File: src/rtl/residue_mod_accum_pkg.sv
// Shared definitions for the residue modular accumulator: default sizes,
// FSM state encoding, tag pipe entry and a saturating increment helper.
package residue_mod_accum_pkg;

  localparam int DEF_DATA_WIDTH   = 18;
  localparam int DEF_MODULUS      = 177147;
  localparam int DEF_MULT_LATENCY = 6;
  localparam int DEF_CNT_WIDTH    = 8;

  typedef enum logic {
    IDLE  = 1'b0,
    ACCUM = 1'b1
  } state_t;

  typedef struct packed {
    logic valid;
    logic last;
  } tag_t;

  function automatic logic [31:0] sat_inc(input logic [31:0] value, input logic [31:0] max_value);
    if (value >= max_value) begin
      return max_value;
    end else begin
      return value + 32'd1;
    end
  endfunction

endpackage

File: src/rtl/residue_mod_accum_add.sv
// Combinational residue adder: a + b with one conditional subtract of MODULUS.
// Both operands must already be reduced (< MODULUS) for the result to be reduced.
module mod_add_cond
  import residue_mod_accum_pkg::*;
#(
  parameter int DATA_WIDTH = DEF_DATA_WIDTH,
  parameter int MODULUS    = DEF_MODULUS
) (
  input  logic [DATA_WIDTH-1:0] a,
  input  logic [DATA_WIDTH-1:0] b,
  output logic [DATA_WIDTH-1:0] sum
);

  localparam logic [DATA_WIDTH:0] MOD_EXT = (DATA_WIDTH+1)'(MODULUS);

  logic [DATA_WIDTH:0] raw;

  // One extra bit holds the carry so the compare sees the true sum
  always_comb begin
    raw = {1'b0, a} + {1'b0, b};
    if (raw >= MOD_EXT) begin
      sum = DATA_WIDTH'(raw - MOD_EXT);
    end else begin
      sum = raw[DATA_WIDTH-1:0];
    end
  end

endmodule

File: src/rtl/residue_mod_accum.sv
// Streaming modular accumulator behind the constant modular multiplier; delays
// the valid/last tags to line up with the multiplier result and sums per vector.
module residue_mod_accum
  import residue_mod_accum_pkg::*;
#(
  parameter int DATA_WIDTH   = DEF_DATA_WIDTH,
  parameter int MODULUS      = DEF_MODULUS,
  parameter int MULT_LATENCY = DEF_MULT_LATENCY,
  parameter int CNT_WIDTH    = DEF_CNT_WIDTH
) (
  input  logic                  clk,
  input  logic                  reset,
  input  logic                  in_valid,
  input  logic                  in_last,
  input  logic [DATA_WIDTH-1:0] prod,
  output logic                  out_valid,
  output logic [DATA_WIDTH-1:0] out_data,
  output logic [CNT_WIDTH-1:0]  out_count,
  output logic                  err_range,
  output logic                  err_overflow
);

  localparam logic [DATA_WIDTH-1:0] MOD_W    = DATA_WIDTH'(MODULUS);
  localparam logic [CNT_WIDTH-1:0]  CNT_FULL = '1;

  tag_t                  tag_pipe [MULT_LATENCY];
  tag_t                  d_tag;
  state_t                state;
  logic [DATA_WIDTH-1:0] acc;
  logic [CNT_WIDTH-1:0]  cnt;
  logic [CNT_WIDTH-1:0]  cnt_next;
  logic                  prod_ok;
  logic [DATA_WIDTH-1:0] term;
  logic [DATA_WIDTH-1:0] base;
  logic [DATA_WIDTH-1:0] sum;

  // Tag pipe; last is qualified by valid on entry so a stray in_last never propagates
  always_ff @(posedge clk) begin
    if (reset) begin
      for (int i = 0; i < MULT_LATENCY; i++) begin
        tag_pipe[i] <= '0;
      end
    end else begin
      tag_pipe[0] <= {in_valid, in_valid & in_last};
      for (int i = 1; i < MULT_LATENCY; i++) begin
        tag_pipe[i] <= tag_pipe[i-1];
      end
    end
  end

  assign d_tag = tag_pipe[MULT_LATENCY-1];

  // Out-of-range products contribute zero so the adder operands stay reduced
  always_comb begin
    prod_ok  = (prod < MOD_W);
    if (prod_ok) begin
      term = prod;
    end else begin
      term = '0;
    end
    if (state == ACCUM) begin
      base = acc;
    end else begin
      base = '0;
    end
    cnt_next = CNT_WIDTH'(sat_inc(32'(cnt), 32'(CNT_FULL)));
  end

  mod_add_cond #(
    .DATA_WIDTH(DATA_WIDTH),
    .MODULUS   (MODULUS)
  ) u_add (
    .a  (base),
    .b  (term),
    .sum(sum)
  );

  // Vector FSM, running sum/count and registered result with sticky errors
  always_ff @(posedge clk) begin
    if (reset) begin
      state        <= IDLE;
      acc          <= '0;
      cnt          <= '0;
      out_valid    <= 1'b0;
      out_data     <= '0;
      out_count    <= '0;
      err_range    <= 1'b0;
      err_overflow <= 1'b0;
    end else begin
      out_valid <= 1'b0;
      if (d_tag.valid) begin
        if (!prod_ok) begin
          err_range <= 1'b1;
        end
        if (cnt == CNT_FULL) begin
          err_overflow <= 1'b1;
        end
        if (d_tag.last) begin
          out_data  <= sum;
          out_count <= cnt_next;
          out_valid <= 1'b1;
          acc       <= '0;
          cnt       <= '0;
          state     <= IDLE;
        end else begin
          acc       <= sum;
          cnt       <= cnt_next;
          state     <= ACCUM;
        end
      end
    end
  end

endmodule

File: config.mk
export PLATFORM = sky130hd
export DESIGN_NAME = residue_mod_accum
export DESIGN_NICKNAME = d
export VERILOG_FILES = /design/src/rtl/residue_mod_accum_pkg.sv /design/src/rtl/residue_mod_accum_add.sv /design/src/rtl/residue_mod_accum.sv
export SDC_FILE = /design/constraint.sdc
export NUM_CORES = 1
export LEC_CHECK = 0
export ABC_AREA = 1
export CORE_UTILIZATION = 45
export CTS_BUF_LIST = sky130_fd_sc_hd__clkbuf_4 sky130_fd_sc_hd__clkbuf_8 sky130_fd_sc_hd__clkbuf_16
export DETAILED_ROUTE_END_ITERATION = 8
export DONT_BUFFER_PORTS = 1
export GPL_TIMING_DRIVEN = 0
export HOLD_SLACK_MARGIN = 0.12
export SLEW_MARGIN = 20
export SYNTH_ARGS = -nofsm -noshare
export SYNTH_HDL_FRONTEND = slang
export SYNTH_SLANG_ARGS = --single-unit
File: constraint.sdc
create_clock -name clk -period 4.7 [get_ports clk]
set_clock_uncertainty 0.2 [all_clocks]
set_input_delay 0.94 -clock clk [delete_from_list [all_inputs] [get_ports clk]]
set_output_delay 0.94 -clock clk [all_outputs]
set_load 0.1 [all_outputs]
-- Word-level counts from Yosys, hierarchy flattened
Memories as Yosys holds them, arrays and structs flattened.
Cells that the tools add are included.
- register bits after elaboration: 56
- memory bits (writable): 12
- bits of input ports: 22
- output and inout port bits: 29
- logic and storage cells: 46
- memories kept: 1
- add/subtract/negate cells: 3
- magnitude comparators: 3
- eq/ne operators: 1
- muxes and demuxes: 17
- bitwise logic cells: 9
- reductions and logical operators: 4
- memories (name ; depth ; width ; rd ports ; clocked after memory_dff ; wr ports ; RTL line ; text):
    tag_pipe ; 6 ; 2 ; 6 ; 0 ; 6 ; residue_mod_accum.sv:26 ; tag_t tag_pipe [MULT_LATENCY];
- operators by type and width (operator ; count):
    18-bit two-way mux ; 4
    18-bit by 18-bit adder with 19-bit output ; 1
    19-bit by 18-bit >= comparator with 1-bit output, second input constant ; 1
    18-bit less-than comparator, second input constant ; 1
    18-bit subtractor, second input constant ; 1
    8-bit two-way mux ; 2
    2-bit two-way mux ; 6
    8-bit by 1-bit adder with 8-bit output, second input constant ; 1
    8-bit equality test, second input constant ; 1
    8-bit >= comparator, second input constant ; 1
    1-bit OR ; 6
    2-bit AND reduction ; 3
    1-bit two-way mux ; 5
    1-bit inverter ; 2
    2-bit OR reduction ; 1
    1-bit bitwise AND ; 1

-- Depth between registers and ports, before layout
- depth in word-level cells: 6
- depth in mapped cells: 27
- depth with buffers taken out: 27

-- Hierarchy
From an unflattened synthesis, not the netlist that was laid out.
- cell total of the unflattened synthesis: 831
- area, all modules: 4919.7 um^2
- by module, submodules not included (module ; instances ; cells each ; area each (um^2) ; sequential area each (um^2)):
    residue_mod_accum ; 1 ; 411 ; 2862.7 ; 1361.3
    mod_add_cond ; 1 ; 420 ; 2057.0 ; 0.0

-- Least setup slack after synthesis
OpenSTA, ideal clock, no wires.
- path kind: input to register
- start point: input prod[3]
- end point: register acc[2]
- library setup time: 68 ps
- data arrival time: 4237 ps
- required time: 4432 ps
- slack: 195 ps
- cell stages on the path: 22
- buffers on the path: 2
- cell sequence: nand3_1 -> o311ai_0 -> a221oi_1 -> nor2_1 -> clkbuf_1 -> nor2_1 -> ha_1 -> or2_4 -> nand3_2 -> nand2_2 -> nand2_2 -> nand3_1 -> nand2_4 -> nor2_4 -> nand2_2 -> nor2_2 -> a21oi_4 -> nand2_8 -> buf_8 -> o21ai_2 -> nand2_1 -> a21oi_2
- word-level cells in the longest chain between the ends: 6
- elaborated cells on any way between the ends: 7
- classes of those cells: add/sub (2); order compare (2); mux (3)
- RTL lines (item ; RTL line ; text):
    start: declaration ; residue_mod_accum.sv:15 ; input logic [DATA_WIDTH-1:0] prod,
    18-bit less-than comparator ; residue_mod_accum.sv:55 ; prod_ok = (prod < MOD_W);
    18-bit two-way mux * ; residue_mod_accum.sv:56 ; if (prod_ok) begin
    18-bit by 18-bit adder with 19-bit output * ; residue_mod_accum_add.sv:20 ; raw = {1'b0, a} + {1'b0, b};
    18-bit subtractor or 19-bit by 18-bit >= comparator with 1-bit output (tied branches) ; residue_mod_accum_add.sv:22, residue_mod_accum_add.sv:21 ;
    18-bit two-way mux * ; residue_mod_accum_add.sv:21 ; if (raw >= MOD_EXT) begin
    18-bit two-way mux * ; residue_mod_accum.sv:98 ; if (d_tag.last) begin
    end signal: assignment ; residue_mod_accum.sv:106 ; acc <= sum;
    end: declaration ; residue_mod_accum.sv:29 ; logic [DATA_WIDTH-1:0] acc;
Mark *: on every way between the ends. The rest lies on a longest branch, timed or not.
A chain may end at the register's enable or synchronous reset.

-- Final worst setup path
Same ends and word-level chain as after synthesis.

==> results.py <==
metrics = {
    "pwr": {
        "p_leak_nw": 2.742,
        "power.internal_mw": 0.9062,
        "ir_drop_mv": 0.2615,
        "power_frac_seq_pct": 46.3,
        "power_mw": 1.253,
        "p_comb_share_pct": 14.9,
        "p_per_area_nw_per_um2": 236.7,
        "p_switching_mw": 0.3470,
        "clkPwrFrac_pct": 38.8,
        "swShare_pct": 27.69,
    },
    "clock_network": {
        "tritoncts": "done",
        "cts_root_buf": "clkbuf_8",
        "h-tree-depth": 3,
        "clock_path_buffers": 2,
        "numCtsBuffers": 9,
        "clk_pin_slew_ns": 0.08,
        "holdBufCountCts": 0,
        "clock-sinks": 68,
        "insertion_delay_ns": 0.34,
    },
    "run": {
        "cap_violations": 0,
    },
    "routing": {
        "maxUsedRoutingLayer": "met4",
        "vias": 4682,
        "vias_per_cell": 4.918,
        "drcViolationCount": 0,
        "final_antenna_net_count": 0,
        "wl_met2_um": 5811,
        "routed-wl-met3_um": 517,
        "wl_per_cell_um": 13.03,
        "firstDrtPassIters": 5,
        "initialDrtViolationCount": 246,
        "wl_um": 12410,
        "met1_length_um": 5864,
    },
    "global_routing": {
        "antenna_found_initial": 0,
        "grtUsageTotal_pct": 23.38,
        "grt_pass1_wl_um": 20630,
        "grt_max_degree": 13,
        "grt_overflow": 0,
        "grt_pass1_vias": 4529,
    },
    "final_layout": {
        "design_area_um2": 5294,
        "diodes": 0,
        "regArea_um2": 1361,
        "multi_input_area_um2": 2893,
        "nets": 854,
        "drive_gt1_share_pct": 11.03,
        "syn2layout_area_growth_pct": 10.01,
        "fillers": 1115,
    },
    "logic_synthesis": {
        "syn_avg_cell_area_um2": 6.068,
        "syn_inst": 793,
        "synth_edf_count": 0,
        "yosysWarnings": 0,
        "synth_ff_type": "dfxtp_1",
        "async_flop_share_pct": 0,
        "ys_ff_latch": 68,
        "syn_area_um2": 4812,
        "synth_cell_type_count": 39,
        "synth_seq_area_share_pct": 28.29,
        "syn-num-nets": 836,
    },
    "critical_path": {
        "arrival_ns": 4.55,
        "crit_fanout": 10,
        "critical_path_required_ns": 4.78,
        "timing_worst_setup_path_type": "in -> reg",
        "critPathLaunchType": "primary input",
        "crit_path_end_kind": "register",
    },
    "timing": {
        "max_slew_margin_pct": 32.63,
        "finalSetupViolCount": 0,
        "fmax_mhz": 223.8,
        "finalHoldViolCount": 0,
        "period_share_pct": 95.07,
        "drv_slew": 0,
        "rsz0062_at_grt": "true",
        "worst_slew_pin_slew_ns": 1.009,
        "period_minus_slack_ns": 4.468,
        "fin_hold_ws_ns": 0.2040,
    },
    "floorplan": {
        "ioPinCount": 51,
        "dieArea_um2": 11110,
        "die-width_um": 105.4,
        "start_util_pct": 46.61,
        "core_um2": 10320,
        "dieHeight_um": 105.4,
        "rows": 37,
    },
    "place": {
        "dp_hpwl_um": 9929,
        "dpl-instance-area_um2": 4982,
        "routabilityCongestion": 0.8842,
        "io_buffers": 0,
    },
    "status": {
        "status": "completed",
    },
    "min_path": {
        "hold_path.class": "reg -> reg",
    },
}
[logic make-up after synthesis]
family | share of synthesized area, %
compound gates | 9.179
xor+xnor | 1.794
fa+ha+maj | 5.616
buf+inv | 12.61
flops | 28.29
simple gates | 42.51
[worst max-delay path, stage by stage]
cell and delay [ns]:
nand3_1 0.12, o311ai_4 0.36, a221oi_2 0.12, nor2_4 0.21
clkbuf_4 0.25, nor2_1 0.07, ha_1 0.40, or2_4 0.29
nand3_2 0.09, nand2_2 0.09, nand2_1 0.09, nand2_1 0.05
nand2_1 0.05, nand2_1 0.14, nor2_4 0.18, nand2_2 0.10
nand2_2 0.09, nand2_4 0.06, nand2_4 0.16, nand2_8 0.10
buf_8 0.17, o21ai_2 0.16, nand2_1 0.09, a21oi_2 0.13
[power by group through the flow]
stage               clock network [mW]  logic [mW]  registers [mW]
global placement                     0       0.175           0.593
finish                           0.486       0.187           0.580
floorplan                            0       0.139           0.593
detailed placement                   0       0.177           0.593
global route                     0.524       0.209           0.580
CTS                              0.498       0.183           0.580
[sequential cells by signal (all words and copies together), names as in the netlist]
name and cells:
cnt 8, acc 18, err_overflow 1, tag_pipe 12, out_count 8, out_data 18
out_valid 1, err_range 1, state 1
[final timing paths]
kind         slack [ns]  cells after the start           start        endpoint
max                0.23                     24         prod[3]          acc[2]
min                0.20                      2  tag_pipe[1][0]  tag_pipe[2][0]
max reg2reg        0.54                     25           state         acc[17]
min reg2reg        0.20                      2  tag_pipe[1][0]  tag_pipe[2][0]
[layout make-up]
| cell class | count | area share, % |
|---|---|---|
| buffer | 19 | 1.891 |
| clock buffer | 11 | 2.742 |
| clock inverter | 5 | 1.158 |
| inverter | 136 | 9.643 |
| multi-input combinational | 570 | 54.64 |
| sequential | 68 | 25.72 |
| tap | 136 | 3.214 |
| timing repair buffer | 7 | 0.9927 |
[cells in the final DEF (no fill, tap or decap), drive strengths merged, types with 5 or more instances in the layout]
| cell | instances |
|---|---|
| nand2 | 300 |
| inv | 135 |
| nand3 | 77 |
| dfxtp | 68 |
| nor2 | 68 |
| a21oi | 48 |
| clkbuf | 25 |
| o21ai | 24 |
| ha | 20 |
| buf | 12 |
| xor2 | 9 |
| nor3 | 7 |
| nand4 | 5 |
[metal layers]
| metal | track usage (%) | vias up |
|---|---|---|
| met5 | 0 | - |
| met4 | 8.551 | 0 |
| met3 | 3.834 | 19 |
| met2 | 40.04 | 88 |
| met1 | 29.45 | 2094 |
| li1 | - | 2481 |
[repair_timing]
item,4_1_cts,5_1_grt
setup endpoints to repair,36,36
pin swaps,1,4
setup buffers,3,4
gates cloned,0,0
resized for setup,6,8
[synth_stat cells, types with 2 or more instances]
cell type	count	share of area [%]
nand2_4	3	0.70
nand2_1	277	22
buf_8	2	0.62
ha_1	20	5.2
nand3_2	5	1.0
o21ai_2	9	1.6
nor2_4	3	0.70
nand3b_1	2	0.31
nand2_2	19	2.5
nand4_1	5	0.65
a21oi_2	3	0.55
inv_1	132	10
nor2_1	63	4.9
nand3_1	72	7.5
nor3_1	6	0.62
buf_2	2	0.21
o21ai_0	13	1.4
nor2_2	2	0.26
a21oi_1	44	4.6
dfxtp_1	68	28
clkbuf_1	14	1.1
o21ai_1	2	0.21
nor4_1	2	0.26
xor2_1	8	1.5
inv_2	3	0.23
[stage by stage]
| stage | TNS (ns) | util (%) | setup slack (ns) | std cells |
|---|---|---|---|---|
| after floorplan | 0 | - | 0.1948 | 793 |
| after global placement | -42.60 | 48.26 | -1.270 | 929 |
| after detailed placement | -46.38 | 48.26 | -1.357 | 929 |
| after CTS | 0 | 50.70 | 0.07040 | 948 |
| after global routing | -0.02242 | 51.28 | -0.02242 | 952 |
| final | 0 | 51.28 | 0.2318 | 952 |
(Power assumes the default switching activity.)
